`src/rtl/uart_pipe_router.sv`:
```
// uart_pipe_router: pipe-mode dispatcher between the SPI slave and the UART bank.
// Each SPI word {module_id, code} sends code to one UART channel, waits (with
// timeout) for that channel's one-byte reply and returns {status, data}.
//
// Handshake: spi_valid is a one-cycle pulse with spi_word valid in that cycle;
// there is no ready. A word is taken only while the router is IDLE, otherwise it
// is dropped and counted in drop_cnt. resp_valid is a one-cycle pulse marking a
// new resp_word, which then holds until the next pulse.
module uart_pipe_router #(
  parameter int NUM_MODULES    = 9,
  parameter int TIMEOUT_CYCLES = 48000,
  parameter int ID_W           = 8
) (
  input  logic                     clk,
  input  logic                     reset,
  input  logic                     spi_valid,
  input  logic [15:0]              spi_word,
  output logic                     resp_valid,
  output logic [15:0]              resp_word,
  output logic [NUM_MODULES-1:0]   start_tx,
  output logic [7:0]               tx_data,
  input  logic [NUM_MODULES-1:0]   tx_busy,
  input  logic [NUM_MODULES-1:0]   rx_done,
  input  logic [8*NUM_MODULES-1:0] rx_data,
  input  logic [NUM_MODULES-1:0]   parity_error,
  output logic                     busy,
  output logic [7:0]               drop_cnt,
  output logic [2:0]               state_dbg
);

  localparam int CNT_W = (TIMEOUT_CYCLES > 1) ? $clog2(TIMEOUT_CYCLES) : 1;
  localparam int SEL_W = (NUM_MODULES > 1) ? $clog2(NUM_MODULES) : 1;
  localparam logic [ID_W-1:0]  NUM_ID   = ID_W'(NUM_MODULES);
  localparam logic [CNT_W-1:0] CNT_LAST = CNT_W'(TIMEOUT_CYCLES - 1);

  typedef enum logic [2:0] {
    IDLE    = 3'd0,
    DECODE  = 3'd1,
    WAIT_TX = 3'd2,
    SEND    = 3'd3,
    WAIT_RX = 3'd4,
    RESPOND = 3'd5
  } state_t;

  state_t            state_q, state_d;
  logic [ID_W-1:0]   id_q;
  logic [7:0]        code_q;
  logic [CNT_W-1:0]  cnt_q;
  logic [15:0]       pend_q, pend_d;
  logic              pend_load, cnt_clr, cnt_inc, tx_load;
  logic [SEL_W-1:0]  sel;
  logic              sel_busy, sel_done, sel_perr;
  logic [7:0]        sel_byte;
  logic              cnt_last;

  assign sel       = id_q[SEL_W-1:0];
  assign cnt_last  = (cnt_q == CNT_LAST);
  assign busy      = (state_q != IDLE);
  assign state_dbg = state_q;

  // Per-channel mux for the selected module, plus the one-hot start pulse in SEND.
  always_comb begin
    sel_busy = 1'b0;
    sel_done = 1'b0;
    sel_perr = 1'b0;
    sel_byte = 8'h00;
    start_tx = '0;
    for (int k = 0; k < NUM_MODULES; k++) begin
      if (sel == SEL_W'(k)) begin
        sel_busy    = tx_busy[k];
        sel_done    = rx_done[k];
        sel_perr    = parity_error[k];
        sel_byte    = rx_data[8*k +: 8];
        start_tx[k] = (state_q == SEND);
      end
    end
  end

  // State register.
  always_ff @(posedge clk or posedge reset) begin
    if (reset) state_q <= IDLE;
    else       state_q <= state_d;
  end

  // Next-state and control decode; rx_done wins over a simultaneous timeout.
  always_comb begin
    state_d   = state_q;
    pend_load = 1'b0;
    pend_d    = 16'h0000;
    cnt_clr   = 1'b0;
    cnt_inc   = 1'b0;
    tx_load   = 1'b0;
    case (state_q)
      IDLE: begin
        if (spi_valid) state_d = DECODE;
      end
      DECODE: begin
        if (id_q >= NUM_ID) begin
          pend_load = 1'b1;
          pend_d    = 16'hE100;
          state_d   = RESPOND;
        end else begin
          tx_load = 1'b1;
          cnt_clr = 1'b1;
          state_d = WAIT_TX;
        end
      end
      WAIT_TX: begin
        if (!sel_busy) begin
          state_d = SEND;
        end else if (cnt_last) begin
          pend_load = 1'b1;
          pend_d    = {8'hE4, code_q};
          state_d   = RESPOND;
        end else begin
          cnt_inc = 1'b1;
        end
      end
      SEND: begin
        cnt_clr = 1'b1;
        state_d = WAIT_RX;
      end
      WAIT_RX: begin
        if (sel_done) begin
          pend_load = 1'b1;
          pend_d    = {(sel_perr ? 8'hE2 : 8'h00), sel_byte};
          state_d   = RESPOND;
        end else if (cnt_last) begin
          pend_load = 1'b1;
          pend_d    = 16'hE300;
          state_d   = RESPOND;
        end else begin
          cnt_inc = 1'b1;
        end
      end
      RESPOND: begin
        state_d = IDLE;
      end
      default: begin
        state_d = IDLE;
      end
    endcase
  end

  // Datapath: request latch, TX byte, timeout counter, pending response.
  always_ff @(posedge clk or posedge reset) begin
    if (reset) begin
      id_q    <= '0;
      code_q  <= 8'h00;
      tx_data <= 8'h00;
      cnt_q   <= '0;
      pend_q  <= 16'h0000;
    end else begin
      if (state_q == IDLE && spi_valid) begin
        id_q   <= spi_word[15:8];
        code_q <= spi_word[7:0];
      end
      if (tx_load) tx_data <= code_q;
      if (cnt_clr)      cnt_q <= '0;
      else if (cnt_inc) cnt_q <= cnt_q + 1'b1;
      if (pend_load) pend_q <= pend_d;
    end
  end

  // Response register: one pulse per transaction, word held afterwards.
  always_ff @(posedge clk or posedge reset) begin
    if (reset) begin
      resp_valid <= 1'b0;
      resp_word  <= 16'h0000;
    end else begin
      resp_valid <= (state_q == RESPOND);
      if (state_q == RESPOND) resp_word <= pend_q;
    end
  end

  // Saturating count of words that arrived while a transaction was in flight.
  always_ff @(posedge clk or posedge reset) begin
    if (reset) begin
      drop_cnt <= 8'h00;
    end else if (spi_valid && state_q != IDLE && drop_cnt != 8'hFF) begin
      drop_cnt <= drop_cnt + 1'b1;
    end
  end

endmodule

```
`config.mk`:
```
export PLATFORM = sky130hd
export DESIGN_NAME = uart_pipe_router
export DESIGN_NICKNAME = d
export VERILOG_FILES = /design/src/rtl/uart_pipe_router.sv
export SDC_FILE = /design/constraint.sdc
export NUM_CORES = 1
export LEC_CHECK = 0
export BUFFER_PORTS_ARGS = -buffer_cell sky130_fd_sc_hd__clkbuf_2
export CELL_PAD_IN_SITES_DETAIL_PLACEMENT = 1
export CELL_PAD_IN_SITES_GLOBAL_PLACEMENT = 1
export CORE_AREA = 10 10 121 123
export DETAILED_ROUTE_END_ITERATION = 16
export DIE_AREA = 0 0 131 133
export PLACE_DENSITY = 0.83
export SLEW_MARGIN = 20
export SYNTH_ARGS = -nofsm -noshare
export SYNTH_HDL_FRONTEND = slang
export SYNTH_SLANG_ARGS = --single-unit
```
`constraint.sdc`:
```
create_clock -name clk -period 3 [get_ports clk]
set_input_delay 0.15 -clock clk [delete_from_list [all_inputs] [get_ports clk]]
set_output_delay 0.15 -clock clk [all_outputs]
set_load 0.005 [all_outputs]
```
==> results.md <==
* Status: finished, final reports clean
* Commonest non-fill, non-tap cell in the layout: clkbuf_2
* Clock Tree Buf Depth at 2
* Pleak at between 2 and 3 nW
* CTS Buf Count at 9
* Clock transition at path regs at roughly 0.06 ns
* Post-route insts no fill at a little under 800
* Die Y at around 130 um
* GP Congestion at approximately 0.9
* Die footprint at 17400 sq um
* Wirelength per Cell at 20.2 um
* Crit. End Element: flop
* Final ANT Viol Nets at 0
* Seq/Total Area, Yosys at between 40 and 50%
* TritonCTS clock tree: yes
* Syn_area_per_cell at 10.2 sq um
* Netlist Area Pre-Place at 4470 sq um
* VDD IR-drop max at between 400 and 500 uV
* Worst Path Max Fanout at 16
* Worst hold path class: in -> reg
* Pwr per Cell Area at 953 nW/um^2
* Nets at 720
* Total grt overflow at 0
* CP delay by family, top: compound AO/OA/AOI/OAI gates
* Fin worst setup slack at between 0.15 and 0.2 ns
* Most used cell, CP: a21oi_1
* Synth Register Bits at 76
* Htree depth at 3
* Asr flop ratio synth at between 90% and 100%
* Final Hold Viols at 0
* Number of global-route vias before repair at about 4600
* Vias per cell at 5.46
* Worst Max-Slew Pin Slew at about 0.80 ns
* Initial antenna violation count at 0
* Final setup violation count at 0
* CP Cell Sequence: buf_4 -> or4b_1 -> o21ai_4 -> a21oi_1 -> a21oi_2 -> a21oi_1 -> nand3_1 -> mux2i_1
* First-pass iteration count of the detailed router at 5
* Setup Crit Path Kind: reg -> reg
* Final period utilization at between 90% and 100%
* Crit-path slowest cell: dfrtp_1
* Std-Cell Rows at between 40 and 50
* Relative slew margins at between 40% and 50%
* Worst endpoint required time at around 3.3 ns
* Sink Count at 76
* Post-synth cell types at 70
* Worst slack at placement at about 0.2 ns
* Clock Skew at 0.00832 ns
* Max Freq at 355 MHz
* Width of the die at approximately 130 um
* Fillers at about 1500
* Count of input and output buffers at ~160
* Fin crit period at approximately 2.8 ns
* Gr usage total at 18.2%
* Critical Path AT at around 3 ns
* Register area at approximately 1900 sq um
* IO Pins at 164
* First-pass GRT wire length at about 25 mm
* Crit path buf inv count at 1
* Main flop type after synthesis: dfrtp_1
* Hold slack at just under 0.03 ns
* Final Cell Area at about 5800 sq um
* CP max stage delay at 0.58 ns
* Initial Utilization at 36.2%
* CP Launch Type: flop
* Post-synth EDFFs at 0
* Commonest cells after routing, fill and taps aside: 161 x clkbuf_2, 76 x dfrtp_1, 45 x nand2_1
* Core Region at roughly 12000 sq um
* Area delta synth->final at 30.2%
* Clock Latency Late Sink at around 0.34 ns
* Clk root buf: clkbuf_16
* Slew Limit Fails at 0
* Inst Count DP at 760
* Hpwl dp at 12.6 mm
* DR iter-0 viols at around 370
* Cell count after synthesis at 437
* Syn. warnings at 0
* Largest net degree at the start of global routing at 40
* Diode count at 0
* # DRC at 0
* RSZ-0062 raised after global routing: no
* Share of cells above drive strength 1 at 41.7%
* Max Cap Viol at 0
* Setup TNS at 0 ns
* Vias at 4234
* Total Wirelength at between 15 and 20 mm
* Placed cell areas at approximately 5500 sq um
* Area of the multi-input gates at about 2400 sq um
## synthesized netlist by cell type, types with 3 or more instances
library cell | instances | share of area, %
nor2b_1 | 5 | 0.70
a222oi_1 | 4 | 0.89
o21ai_0 | 19 | 2.1
a21oi_1 | 13 | 1.5
xnor2_1 | 9 | 1.8
and2_1 | 3 | 0.42
or3_1 | 6 | 0.84
nand3_1 | 15 | 1.7
o22ai_1 | 5 | 0.70
a22oi_1 | 6 | 1.0
nor2_1 | 29 | 2.4
dfrtp_1 | 76 | 43
and3_1 | 9 | 1.3
nand2_1 | 45 | 3.8
nand3b_1 | 7 | 1.2
buf_2 | 4 | 0.45
nor3_1 | 11 | 1.2
nand2b_1 | 11 | 1.5
nand4_1 | 3 | 0.42
inv_1 | 8 | 0.67
a31o_2 | 5 | 0.98
mux2i_1 | 19 | 4.3
a211oi_1 | 5 | 0.84
mux2_2 | 42 | 11
clkbuf_1 | 8 | 0.67
buf_6 | 5 | 1.3
a221o_1 | 9 | 2.0
buf_4 | 4 | 0.67
## routing by layer
metal | global-route usage [%] | wire length (um)
met1 | 22.0 | 6350
met2 | 30.4 | 8010
met3 | 4.55 | 966
met4 | 6.06 | 325
met5 | 0 | 0
## cell families after synthesis
kind of cell	synth area share [%]
AO/OA/AOI/OAI	14.8
flip-flops	42.5
other	0.0838
buffers and inverters	3.80
AND/OR/NAND/NOR	20.5
adder cells (fa/ha/maj)	0.559
XOR/XNOR	1.96
multiplexers	15.8
## where the power goes
group / internal [W] / switching, W / total [W]
clock: 0.000890 / 0.000405 / 0.00130
sequential: 0.00140 / 0.000452 / 0.00186
combinational: 0.00114 / 0.00126 / 0.00240
total: 0.00344 / 0.00212 / 0.00555
## final cells by class
type | instances | area share [%]
Multi-Input combinational cell | 332 | 41.4
Inverter | 8 | 0.537
Clock inverter | 5 | 2.15
Clock buffer | 10 | 3.93
Tap cell | 172 | 3.69
Timing Repair Buffer | 173 | 15.6
Sequential cell | 76 | 32.6
## worst register-to-register path, stage by stage (launching register included)
cell,delay (ns)
dfrtp_1,0.58
buf_4,0.28
or4b_1,0.58
o21ai_4,0.11
a21oi_1,0.09
a21oi_2,0.42
a21oi_1,0.28
nand3_1,0.18
mux2i_1,0.21
## final timing paths
kind	start	end	slack (ns)	depth (start not counted)
min in group asynchronous	reset	cnt_q[11]	0.44	3
worst min register to register	cnt_q[15]	cnt_q[15]	0.48	1
max in group asynchronous	reset	cnt_q[6]	1.94	4
worst min-delay path	spi_word[9]	id_q[1]	0.03	3
worst max-delay path	id_q[1]	cnt_q[5]	0.19	8
worst max register to register	id_q[1]	cnt_q[5]	0.19	8
## metrics by stage
step / power [W] / util (%)
2_1_floorplan: 0.00345 / -
3_3_place_gp: 0.00410 / 44.1
3_5_place_dp: 0.00425 / 44.1
4_1_cts: 0.00558 / 47.1
5_1_grt: 0.00596 / 47.1
6_report: 0.00555 / 47.1
## repair_timing
action | CTS | global route
gates resized for setup | 0 | 1
endpoints found under the hold margin | 38 | 0
endpoints found under the setup margin | 0 | 1
hold buffers | 1 | 0
setup buffers | 0 | 0
## state kept, by name, indices dropped and copies added, names as in the netlist
register    count
cnt_q          16
pend_q         12
resp_word      12
code_q          8
drop_cnt        8
id_q            8
tx_data         8
state_dbg       3
resp_valid      1
(Power assumes the default switching activity.)
